`config.mk`:
```
export PLATFORM = sky130hd
export DESIGN_NAME = trng_collector
export DESIGN_NICKNAME = d
export VERILOG_FILES = /design/src/rtl/trng_collector.sv
export SDC_FILE = /design/constraint.sdc
export NUM_CORES = 1
export LEC_CHECK = 0
export CORE_ASPECT_RATIO = 0.5
export CORE_MARGIN = 2
export CORE_UTILIZATION = 35
export CTS_CLUSTER_SIZE = 8
export DETAILED_ROUTE_END_ITERATION = 7
export MAX_ROUTING_LAYER = met4
export RECOVER_POWER = 100
export SYNTH_ARGS = -nofsm -noshare
export SYNTH_HDL_FRONTEND = slang
export SYNTH_SLANG_ARGS = --single-unit
```
`constraint.sdc`:
```
create_clock -name clk_in -period 6.2 [get_ports clk_in]
set_input_delay 0.62 -clock clk_in [delete_from_list [all_inputs] [get_ports clk_in]]
set_output_delay 0.62 -clock clk_in [all_outputs]
set_load 0.1 [all_outputs]
```
`src/rtl/trng_collector.sv`:
```
// Reader end of a ring-oscillator TRNG: synchronizes and samples the raw bit, applies
// von Neumann debiasing plus a repetition-count health test, and packs W-bit words.
module trng_collector #(
  parameter int W          = 32,
  parameter int SAMPLE_DIV = 64,
  parameter int WARMUP     = 16,
  parameter int RCT_CUTOFF = 32
) (
  input  logic         clk_in,
  input  logic         rst_,
  input  logic         en,
  input  logic         prn_in,
  output logic         ro_en,
  output logic [W-1:0] word_out,
  output logic         valid,
  input  logic         ready,
  output logic         health_fail
);

  localparam int DIV_W  = $clog2(SAMPLE_DIV);
  localparam int BIT_W  = $clog2(W);
  localparam int WARM_W = $clog2(WARMUP + 32'sd2);
  localparam int RCT_W  = $clog2(RCT_CUTOFF + 32'sd1);

  localparam logic [DIV_W-1:0]  DIV_LAST  = DIV_W'(SAMPLE_DIV - 32'sd1);
  localparam logic [BIT_W-1:0]  BIT_LAST  = BIT_W'(W - 32'sd1);
  localparam logic [WARM_W-1:0] WARM_LAST = WARM_W'((WARMUP > 32'sd0) ? (WARMUP - 32'sd1) : 32'sd0);
  localparam logic [RCT_W-1:0]  RCT_MAX   = RCT_W'(RCT_CUTOFF);

  typedef enum logic [2:0] {
    ST_IDLE    = 3'd0,
    ST_WARMUP  = 3'd1,
    ST_COLLECT = 3'd2,
    ST_HOLD    = 3'd3,
    ST_FAIL    = 3'd4
  } state_t;

  state_t            state_r;
  state_t            state_nxt_s;
  logic              sync1_r;
  logic              sync2_r;
  logic [DIV_W-1:0]  div_r;
  logic [WARM_W-1:0] warm_r;
  logic [RCT_W-1:0]  rct_cnt_r;
  logic              rct_prev_r;
  logic              pair_phase_r;
  logic              pair_first_r;
  logic [BIT_W-1:0]  bit_cnt_r;
  logic [W-1:0]      acc_r;
  logic [W-1:0]      word_r;
  logic              valid_r;
  logic              ro_en_r;
  logic              health_fail_r;

  logic              run_s;
  logic              run_nxt_s;
  logic              tick_s;
  logic              rct_active_s;
  logic [RCT_W-1:0]  rct_nxt_s;
  logic              rct_fail_s;
  logic              emit_s;
  logic              word_done_s;
  logic              warm_done_s;
  logic              in_ch_s;
  logic              nxt_ch_s;
  logic              keep_pair_s;
  logic              keep_bits_s;
  logic [W-1:0]      word_nxt_s;

  assign ro_en       = ro_en_r;
  assign word_out    = word_r;
  assign valid       = valid_r;
  assign health_fail = health_fail_r;

  // Two-flop synchronizer for the asynchronous raw TRNG bit.
  always_ff @(posedge clk_in or negedge rst_) begin
    if (!rst_) begin
      sync1_r <= 1'b0;
      sync2_r <= 1'b0;
    end else begin
      sync1_r <= prn_in;
      sync2_r <= sync1_r;
    end
  end

  // Sample tick, health-test update and debias decode for the current cycle.
  always_comb begin
    run_s        = (state_r == ST_WARMUP) || (state_r == ST_COLLECT) || (state_r == ST_HOLD);
    in_ch_s      = (state_r == ST_COLLECT) || (state_r == ST_HOLD);
    tick_s       = run_s && (div_r == DIV_LAST);
    rct_active_s = tick_s && in_ch_s;
    // A zero count means no previous sample yet, so the run starts fresh.
    if ((rct_cnt_r == {RCT_W{1'b0}}) || (sync2_r != rct_prev_r)) begin
      rct_nxt_s = RCT_W'(1);
    end else if (rct_cnt_r < RCT_MAX) begin
      rct_nxt_s = rct_cnt_r + RCT_W'(1);
    end else begin
      rct_nxt_s = rct_cnt_r;
    end
    rct_fail_s  = rct_active_s && (rct_nxt_s == RCT_MAX);
    emit_s      = rct_active_s && pair_phase_r && (state_r == ST_COLLECT) && (pair_first_r != sync2_r);
    word_done_s = emit_s && (bit_cnt_r == BIT_LAST);
    warm_done_s = tick_s && (state_r == ST_WARMUP) && (warm_r == WARM_LAST);
    word_nxt_s  = acc_r;
    word_nxt_s[bit_cnt_r] = pair_first_r;
  end

  // Next-state logic.
  always_comb begin
    state_nxt_s = state_r;
    case (state_r)
      ST_IDLE: begin
        if (!en) begin
          state_nxt_s = ST_IDLE;
        end else if (WARMUP == 32'sd0) begin
          state_nxt_s = ST_COLLECT;
        end else begin
          state_nxt_s = ST_WARMUP;
        end
      end
      ST_WARMUP: begin
        if (!en) begin
          state_nxt_s = ST_IDLE;
        end else if (warm_done_s) begin
          state_nxt_s = ST_COLLECT;
        end else begin
          state_nxt_s = ST_WARMUP;
        end
      end
      ST_COLLECT: begin
        if (!en) begin
          state_nxt_s = ST_IDLE;
        end else if (rct_fail_s) begin
          state_nxt_s = ST_FAIL;
        end else if (word_done_s) begin
          state_nxt_s = ST_HOLD;
        end else begin
          state_nxt_s = ST_COLLECT;
        end
      end
      ST_HOLD: begin
        // A handshake coinciding with a health failure still completes the transfer.
        if (!en) begin
          state_nxt_s = ST_IDLE;
        end else if (rct_fail_s) begin
          state_nxt_s = ST_FAIL;
        end else if (ready) begin
          state_nxt_s = ST_COLLECT;
        end else begin
          state_nxt_s = ST_HOLD;
        end
      end
      ST_FAIL: begin
        if (!en) begin
          state_nxt_s = ST_IDLE;
        end else begin
          state_nxt_s = ST_FAIL;
        end
      end
      default: state_nxt_s = ST_IDLE;
    endcase
    run_nxt_s   = (state_nxt_s == ST_WARMUP) || (state_nxt_s == ST_COLLECT) || (state_nxt_s == ST_HOLD);
    nxt_ch_s    = (state_nxt_s == ST_COLLECT) || (state_nxt_s == ST_HOLD);
    keep_pair_s = in_ch_s && nxt_ch_s && !((state_r == ST_HOLD) && (state_nxt_s == ST_COLLECT));
    keep_bits_s = (state_r == ST_COLLECT) && (state_nxt_s == ST_COLLECT);
  end

  // FSM state register.
  always_ff @(posedge clk_in or negedge rst_) begin
    if (!rst_) begin
      state_r <= ST_IDLE;
    end else begin
      state_r <= state_nxt_s;
    end
  end

  // Free-running sample divider; held at zero whenever sampling is stopped.
  always_ff @(posedge clk_in or negedge rst_) begin
    if (!rst_) begin
      div_r <= {DIV_W{1'b0}};
    end else if (run_s && run_nxt_s) begin
      div_r <= (div_r == DIV_LAST) ? {DIV_W{1'b0}} : (div_r + DIV_W'(1));
    end else begin
      div_r <= {DIV_W{1'b0}};
    end
  end

  // Warm-up tick counter.
  always_ff @(posedge clk_in or negedge rst_) begin
    if (!rst_) begin
      warm_r <= {WARM_W{1'b0}};
    end else if ((state_r == ST_WARMUP) && (state_nxt_s == ST_WARMUP)) begin
      if (tick_s) begin
        warm_r <= warm_r + WARM_W'(1);
      end
    end else begin
      warm_r <= {WARM_W{1'b0}};
    end
  end

  // Repetition-count state; cleared outside COLLECT/HOLD so the first collected sample restarts it.
  always_ff @(posedge clk_in or negedge rst_) begin
    if (!rst_) begin
      rct_cnt_r  <= {RCT_W{1'b0}};
      rct_prev_r <= 1'b0;
    end else if (in_ch_s && nxt_ch_s) begin
      if (rct_active_s) begin
        rct_cnt_r  <= rct_nxt_s;
        rct_prev_r <= sync2_r;
      end
    end else begin
      rct_cnt_r  <= {RCT_W{1'b0}};
      rct_prev_r <= 1'b0;
    end
  end

  // Von Neumann pair tracking.
  always_ff @(posedge clk_in or negedge rst_) begin
    if (!rst_) begin
      pair_phase_r <= 1'b0;
      pair_first_r <= 1'b0;
    end else if (keep_pair_s) begin
      if (rct_active_s) begin
        pair_phase_r <= ~pair_phase_r;
        pair_first_r <= sync2_r;
      end
    end else begin
      pair_phase_r <= 1'b0;
      pair_first_r <= 1'b0;
    end
  end

  // Partial-word accumulator, filled LSB first.
  always_ff @(posedge clk_in or negedge rst_) begin
    if (!rst_) begin
      acc_r     <= {W{1'b0}};
      bit_cnt_r <= {BIT_W{1'b0}};
    end else if (keep_bits_s) begin
      if (emit_s) begin
        acc_r     <= word_nxt_s;
        bit_cnt_r <= bit_cnt_r + BIT_W'(1);
      end
    end else begin
      acc_r     <= {W{1'b0}};
      bit_cnt_r <= {BIT_W{1'b0}};
    end
  end

  // Registered outputs; word_out only changes when a complete word is delivered.
  always_ff @(posedge clk_in or negedge rst_) begin
    if (!rst_) begin
      word_r        <= {W{1'b0}};
      valid_r       <= 1'b0;
      ro_en_r       <= 1'b0;
      health_fail_r <= 1'b0;
    end else begin
      if ((state_r == ST_COLLECT) && (state_nxt_s == ST_HOLD)) begin
        word_r <= word_nxt_s;
      end
      valid_r       <= (state_nxt_s == ST_HOLD);
      ro_en_r       <= run_nxt_s;
      health_fail_r <= (state_nxt_s == ST_FAIL);
    end
  end

endmodule
```
======== Yosys cells after proc, flatten, opt, wreduce, memory -nomap -nowiden ========
Index checks and enable logic that the tools add are counted.
operators by class
  eq/ne operators ......................... 18
  add/sub/neg operators ................... 4
  multiplexer cells ....................... 31
  reduce and logical (&&, ||, !) cells .... 27
  bitwise operators ....................... 1
  order comparisons ....................... 3
operators with widths
  operator             count
  $mux 32              2
  $mux 6               6
  $bwmux 32            1
  $mux 5               4
  $logic_and 1x1->1    17
  $mux 3               5
  $pmux 3 s5           1
  $add 6x1->6 const B  2
  $eq 3x2->1 const B   4
  $eq 6x6->1 const B   2
  $add 5x1->5 const B  2
  $mux 1               9
  $ne 2x2->1 const B   4
  $logic_or 1x1->1     7
  $eq 3x1->1 const B   2
  $eq 3x3->1 const B   2
  $logic_not 6->1      1
  $lt 5x6->1 const B   1
  $lt 6x6->1 const B   1
  $demux 1 s5          1
  $eq 5x4->1 const B   1
  $eq 5x5->1 const B   1
  $ge 5x1->1 const B   1
  $mux 2               2
  4 further kinds      5
word-level totals
  output and inout port bits .............. 35
  flip-flop bits (word level) ............. 97
  logic and storage cells ................. 99
  input bits .............................. 5

======== Longest topological paths before layout ========
  depth after elaboration ................. 18
  depth in mapped cells ................... 9
  depth with buffers taken out ............ 8

======== Worst setup path after synthesis ========
OpenSTA, ideal clock, no wires.
  path kind ............................... register to register
  start point ............................. register rct_cnt_r[0]
  end point ............................... register word_r[0] (netlist: word_out[0])
  arrival time ............................ 2.203 ns
  required time ........................... 6.074 ns
  slack ................................... 3.871 ns
  period minus slack after synthesis ...... 2.329 ns
  setup time .............................. 0.126 ns
  stages on the path, launching flop included .. 9
  path buffers ............................ 1
  path through ............................ dfrtp_1 > inv_1 > ha_1 > nor3b_1 > a21oi_1 > a2111o_1 > o311a_4 > buf_12 > mux2_4
between the ends
  cells in the longest elaborated chain, start to end .. 10
  elaborated cells between the ends (all ways) .. 15
  classes of those cells .................. 1 x add/sub; 1 x order compare; 2 x eq/ne; 7 x mux; 4 x reduce/logical
RTL lines
  what                                               line      source
  start: declaration                                 44        logic [RCT_W-1:0] rct_cnt_r;
  start signal: assignment                           204       rct_cnt_r <= {RCT_W{1'b0}};
  start signal: assignment                           208       rct_cnt_r <= rct_nxt_s;
  start signal: assignment                           212       rct_cnt_r <= {RCT_W{1'b0}};
  $add 6x1->6, or another cell as far along          96        rct_nxt_s = rct_cnt_r + RCT_W'(1);
  $mux 6 / $logic_or 1x1->1 (equally long branches)  95, 93
  $mux 6 *                                           93        if ((rct_cnt_r == {RCT_W{1'b0}}) || (sync2_r != rct_prev_r)) begin
  $eq 6x6->1 *                                       100       rct_fail_s = rct_active_s && (rct_nxt_s == RCT_MAX);
  $logic_and 1x1->1 *                                100
  $mux 3 (on tied branches)                          145, 133
  $mux 3 (on tied branches)                          143, 131
  $pmux 3 s5 *                                       111       case (state_r)
  $eq 3x2->1 *                                       257       if ((state_r == ST_COLLECT) && (state_nxt_s == ST_HOLD)) begin
  $logic_and 1x1->1 *                                257
  end signal: assignment                             252       word_r <= {W{1'b0}};
  end signal: assignment                             258       word_r <= word_nxt_s;
  end: declaration                                   50        logic [W-1:0] word_r;
Mark *: on every way between the ends. The rest lies on a longest branch, timed or not.
A chain may end at the register's enable or synchronous reset.

======== Final worst setup path ========
  start point ............................. register bit_cnt_r[4]
  end point ............................... register word_r[3] (netlist: word_out[3])
between the ends
  cells in the longest elaborated chain, start to end .. 8
  elaborated cells between the ends (all ways) .. 14
  classes of those cells .................. 2 x order compare; 2 x eq/ne; 7 x mux; 3 x reduce/logical
RTL lines
  what                      line  source
  start: declaration        48    logic [BIT_W-1:0] bit_cnt_r;
  start signal: assignment  237   bit_cnt_r <= {BIT_W{1'b0}};
  start signal: assignment  241   bit_cnt_r <= bit_cnt_r + BIT_W'(1);
  start signal: assignment  245   bit_cnt_r <= {BIT_W{1'b0}};
  $eq 5x5->1                102   word_done_s = emit_s && (bit_cnt_r == BIT_LAST);
  $logic_and 1x1->1         102
  $mux 1                    135   end else if (word_done_s) begin
  $mux 3                    133   end else if (rct_fail_s) begin
  $mux 3                    131   if (!en) begin
  $pmux 3 s5                111
  $eq 3x2->1                257
  $logic_and 1x1->1         257
Parallel ways exist; a longest one is shown, timed or not.

==> flow_summary.yaml <==
run_status:
  run_status: "finished, violations left"
  violations: "max-capacitance violations, max-slew violations"
cts:
  clock_path_buffers: 2
  cts_htree_levels: 3
  cts_root_buffer: "sky130_fd_sc_hd__clkbuf_16"
  clk_pin_slew_worst_paths_ns: 0.07
  clock_sink_count: 97
  tritoncts: "yes"
  clock_insertion_delay_worst_skew_ns: 0.35
  post_cts_resized: 0
  cts_hold_repair.buffers: 0
  post_cts.repair.setup_buffers: 0
  number_of_clock_buffers_inserted_by_tritoncts: 9
final_layout:
  most_frequent_cells_in_the_layout: "sky130_fd_sc_hd__dfrtp_1, sky130_fd_sc_hd__nor2_1, sky130_fd_sc_hd__nand2_1"
  num_antenna_cells: 0
  layout-area-overhead-vs-synth_pct: 13.5
  final_common_cell: "sky130_fd_sc_hd__dfrtp_1"
  post_route_cells_drive_above_1_share_pct: 11.5
  finish.net_count: 551
worst_setup_path:
  timing.rr.start: "bit_cnt_r[4]"
  worstPathArrival_ns: 3.90
  end_kind: "register"
  crit_fanout: 32
  setup_crit_start_kind: "register"
  r2r.worst_path.cells: 6
  r2r_slack_ns: 2.53
  worstSetupPathType: "register to register"
  setup.worst_path.start: "bit_cnt_r[4]"
  r2r_end: "word_out[3]"
  cp_slowest_cell: "sky130_fd_sc_hd__o311a_1"
  crit_path_max_incr_delay_ns: 1.28
  critPathRequiredTime_ns: 6.43
  worstSetupEndpoint: "word_out[3]"
  path_cells: "ha_1 > nand3b_1 > nor4_1 > o21a_1 > o311a_1 > mux2_2"
floorplanning:
  floorplan_row_count: 31
  initial_util_pct: 35.9
  boundaryPins: 40
  core_area_um2: 14500
  die_width_um: 176
  design.die.area_um2: 15900
  floorplan.die.height_um: 90.2
global_routing:
  grt_pass1_vias: 3664
  track_usage_pct: 15.2
  grt_pass1_wl_um: 18800
  grt_antenna_before_repair: 0
  overflow_left_after_global_routing: 0
  pin_count_of_the_biggest_net_entering_global_routing: 67
logic_synthesis:
  mappedNetlistNets: 525
  synth_top_cell_by_area: "sky130_fd_sc_hd__dfrtp_1"
  netlist_instances: 510
  synth_top_cells_by_area: "sky130_fd_sc_hd__dfrtp_1, sky130_fd_sc_hd__mux2_4, sky130_fd_sc_hd__mux2_2, sky130_fd_sc_hd__nor2_1, sky130_fd_sc_hd__nand2_1"
  synthesis.area_um2: 5200
  syn-mean-instance-area_um2: 10.2
  synth-edff-count: 0
  synth-seq-cells: 97
  yosys_synthesis_warning_count: 0
  ys.flop_type: "sky130_fd_sc_hd__dfrtp_1"
  synth.distinct_cells: 40
  synthArstFlopShare_pct: 100
  sequential_element_share_of_the_synthesized_area_pct: 46.7
  post-synth-top-area-fraction_pct: 46.7
drt:
  antenna_left: 0
  postRouteWirelength_um: 11100
  avgViaCountPerCell: 5.01
  drt-pass1-iter-count: 4
  dr.first_iter.drc_count: 212
  route.vias.total: 3705
  drc_errors: 0
  detail_route.wl_per_cell_um: 15.1
placed_design:
  gp_routability_congestion: 0.805
  placement.io_buffers: 39
  post-dp-hpwl_um: 7180
sta:
  unrepaired_setup_endpoints_after_global_routing: "no"
  timing.setup.tns_ns: 0
  finalSetupViolations: 0
  report.final.slew_viol_count: 69
  max_clock_freq_ghz: 0.273
  max_slew_margin_pct: -29.4
  tightest_slew_ns: 1.94
  hold_ws_ns: 0.355
  worst_clock_skew_ns: 0.00932
  timing.final.crit_period_ns: 3.67
  period_share_pct: 59.1
  hold_violations: 0
power_and_ir_drop:
  p_per_area_nw_per_um2: 202
  power.static_leakage_nw: 2.65
  irDropWorstVdd_uv: 127
worst_hold_path:
  hp-class: "register to register"
  min-delay-start: "sync1_r"
run:
  cap_viol_max_count: 2
## Yosys cell counts, drive strengths merged, types with 3 or more instances
library cell	instances
nand4	3
nand3b	5
inv	7
a21boi	3
and3	6
nor2b	4
dfrtp	97
nor2	70
nand2b	9
nand3	44
ha	10
a21oi	30
nand2	62
a211oi	6
mux2i	14
nand4b	3
buf	6
xor2	6
xnor2	10
o21ai	3
nor4	8
mux2	64
or2	3
clkbuf	24
## power breakdown
part / switching [W] / total [W] / internal, W / leakage (nW)
Sequential: 0.00000237 / 0.000637 / 0.000634 / 1.35
Clock: 0.000243 / 0.000529 / 0.000286 / 0.140
Combinational: 0.0000198 / 0.0000249 / 0.00000516 / 1.16
## area by class of cell
type	instances	area, um2
multi-input combinational	376	2490
clock inverter	5	40.0
tap	198	248
inverter	7	26.3
fill	1428	8570
timing repair buffer	45	429
clock buffer	11	243
sequential	97	2430
## critical path: cells and delay by family (launching register included)
kind / cells / cell delay (ns)
AO/OA/AOI/OAI: 2 / 1.52
flip-flops: 1 / 0.87
AND/OR/NAND/NOR: 2 / 0.44
multiplexers: 1 / 0.43
adder cells (fa/ha/maj): 1 / 0.27
## how the worst min path moves through the flow
stage | depth (start not counted) | slack (ns) | endpoint
4_1_cts | 1 | 0.24 | word_out[14]
5_1_grt | 0 | 0.37 | sync2_r
6_report | 0 | 0.35 | sync2_r
3_3_place_gp | 0 | 0.34 | sync2_r
3_5_place_dp | 0 | 0.34 | sync2_r
2_1_floorplan | 0 | 0.32 | acc_r[0]
## state kept, by name, summed over array words and instances (netlist names), 3 cells and up
register and flops:
acc_r 32, word_out 32, div_r 6, rct_cnt_r 6, bit_cnt_r 5, warm_r 5, state_r 3
## metal layers
layer	vias up	GRT usage [%]	wire, um
li1	1808	-	-
met1	1831	21.1	5700
met2	54	22.5	4900
met3	12	3.43	412
met4	0	3.86	116
met5	-	-	0
## through the flow
| stage | setup WS [ns] | area (um2) | cells | total power [W] | util, % |
|---|---|---|---|---|---|
| final | 2.53 | 5900 | 739 | 0.00119 | 40.8 |
| after global routing | 2.24 | 5900 | 739 | 0.00123 | 40.8 |
| after CTS | 3.03 | 6030 | 739 | 0.00121 | 41.7 |
| after detailed placement | 3.05 | 5750 | 723 | 0.000676 | 39.7 |
| after global placement | 3.13 | 5750 | 723 | 0.000675 | 39.7 |
| after floorplan | 3.87 | 5200 | 510 | 0.000656 | - |
## cell families (layout without fill, tap and decap cells)
logic type / Yosys count / after routing / synth area share (%)
AOI/OAI and AO/OA: 51 / 51 / 6.26
and+or+nand+nor: 221 / 221 / 19.5
DFF: 97 / 97 / 46.7
muxes: 78 / 78 / 18.7
buffers and inverters: 37 / 68 / 3.71
xor gates and xnor gates: 16 / 16 / 2.70
adders and majority gates: 10 / 10 / 2.41
Note: power is estimated with default switching activity, not from simulation.
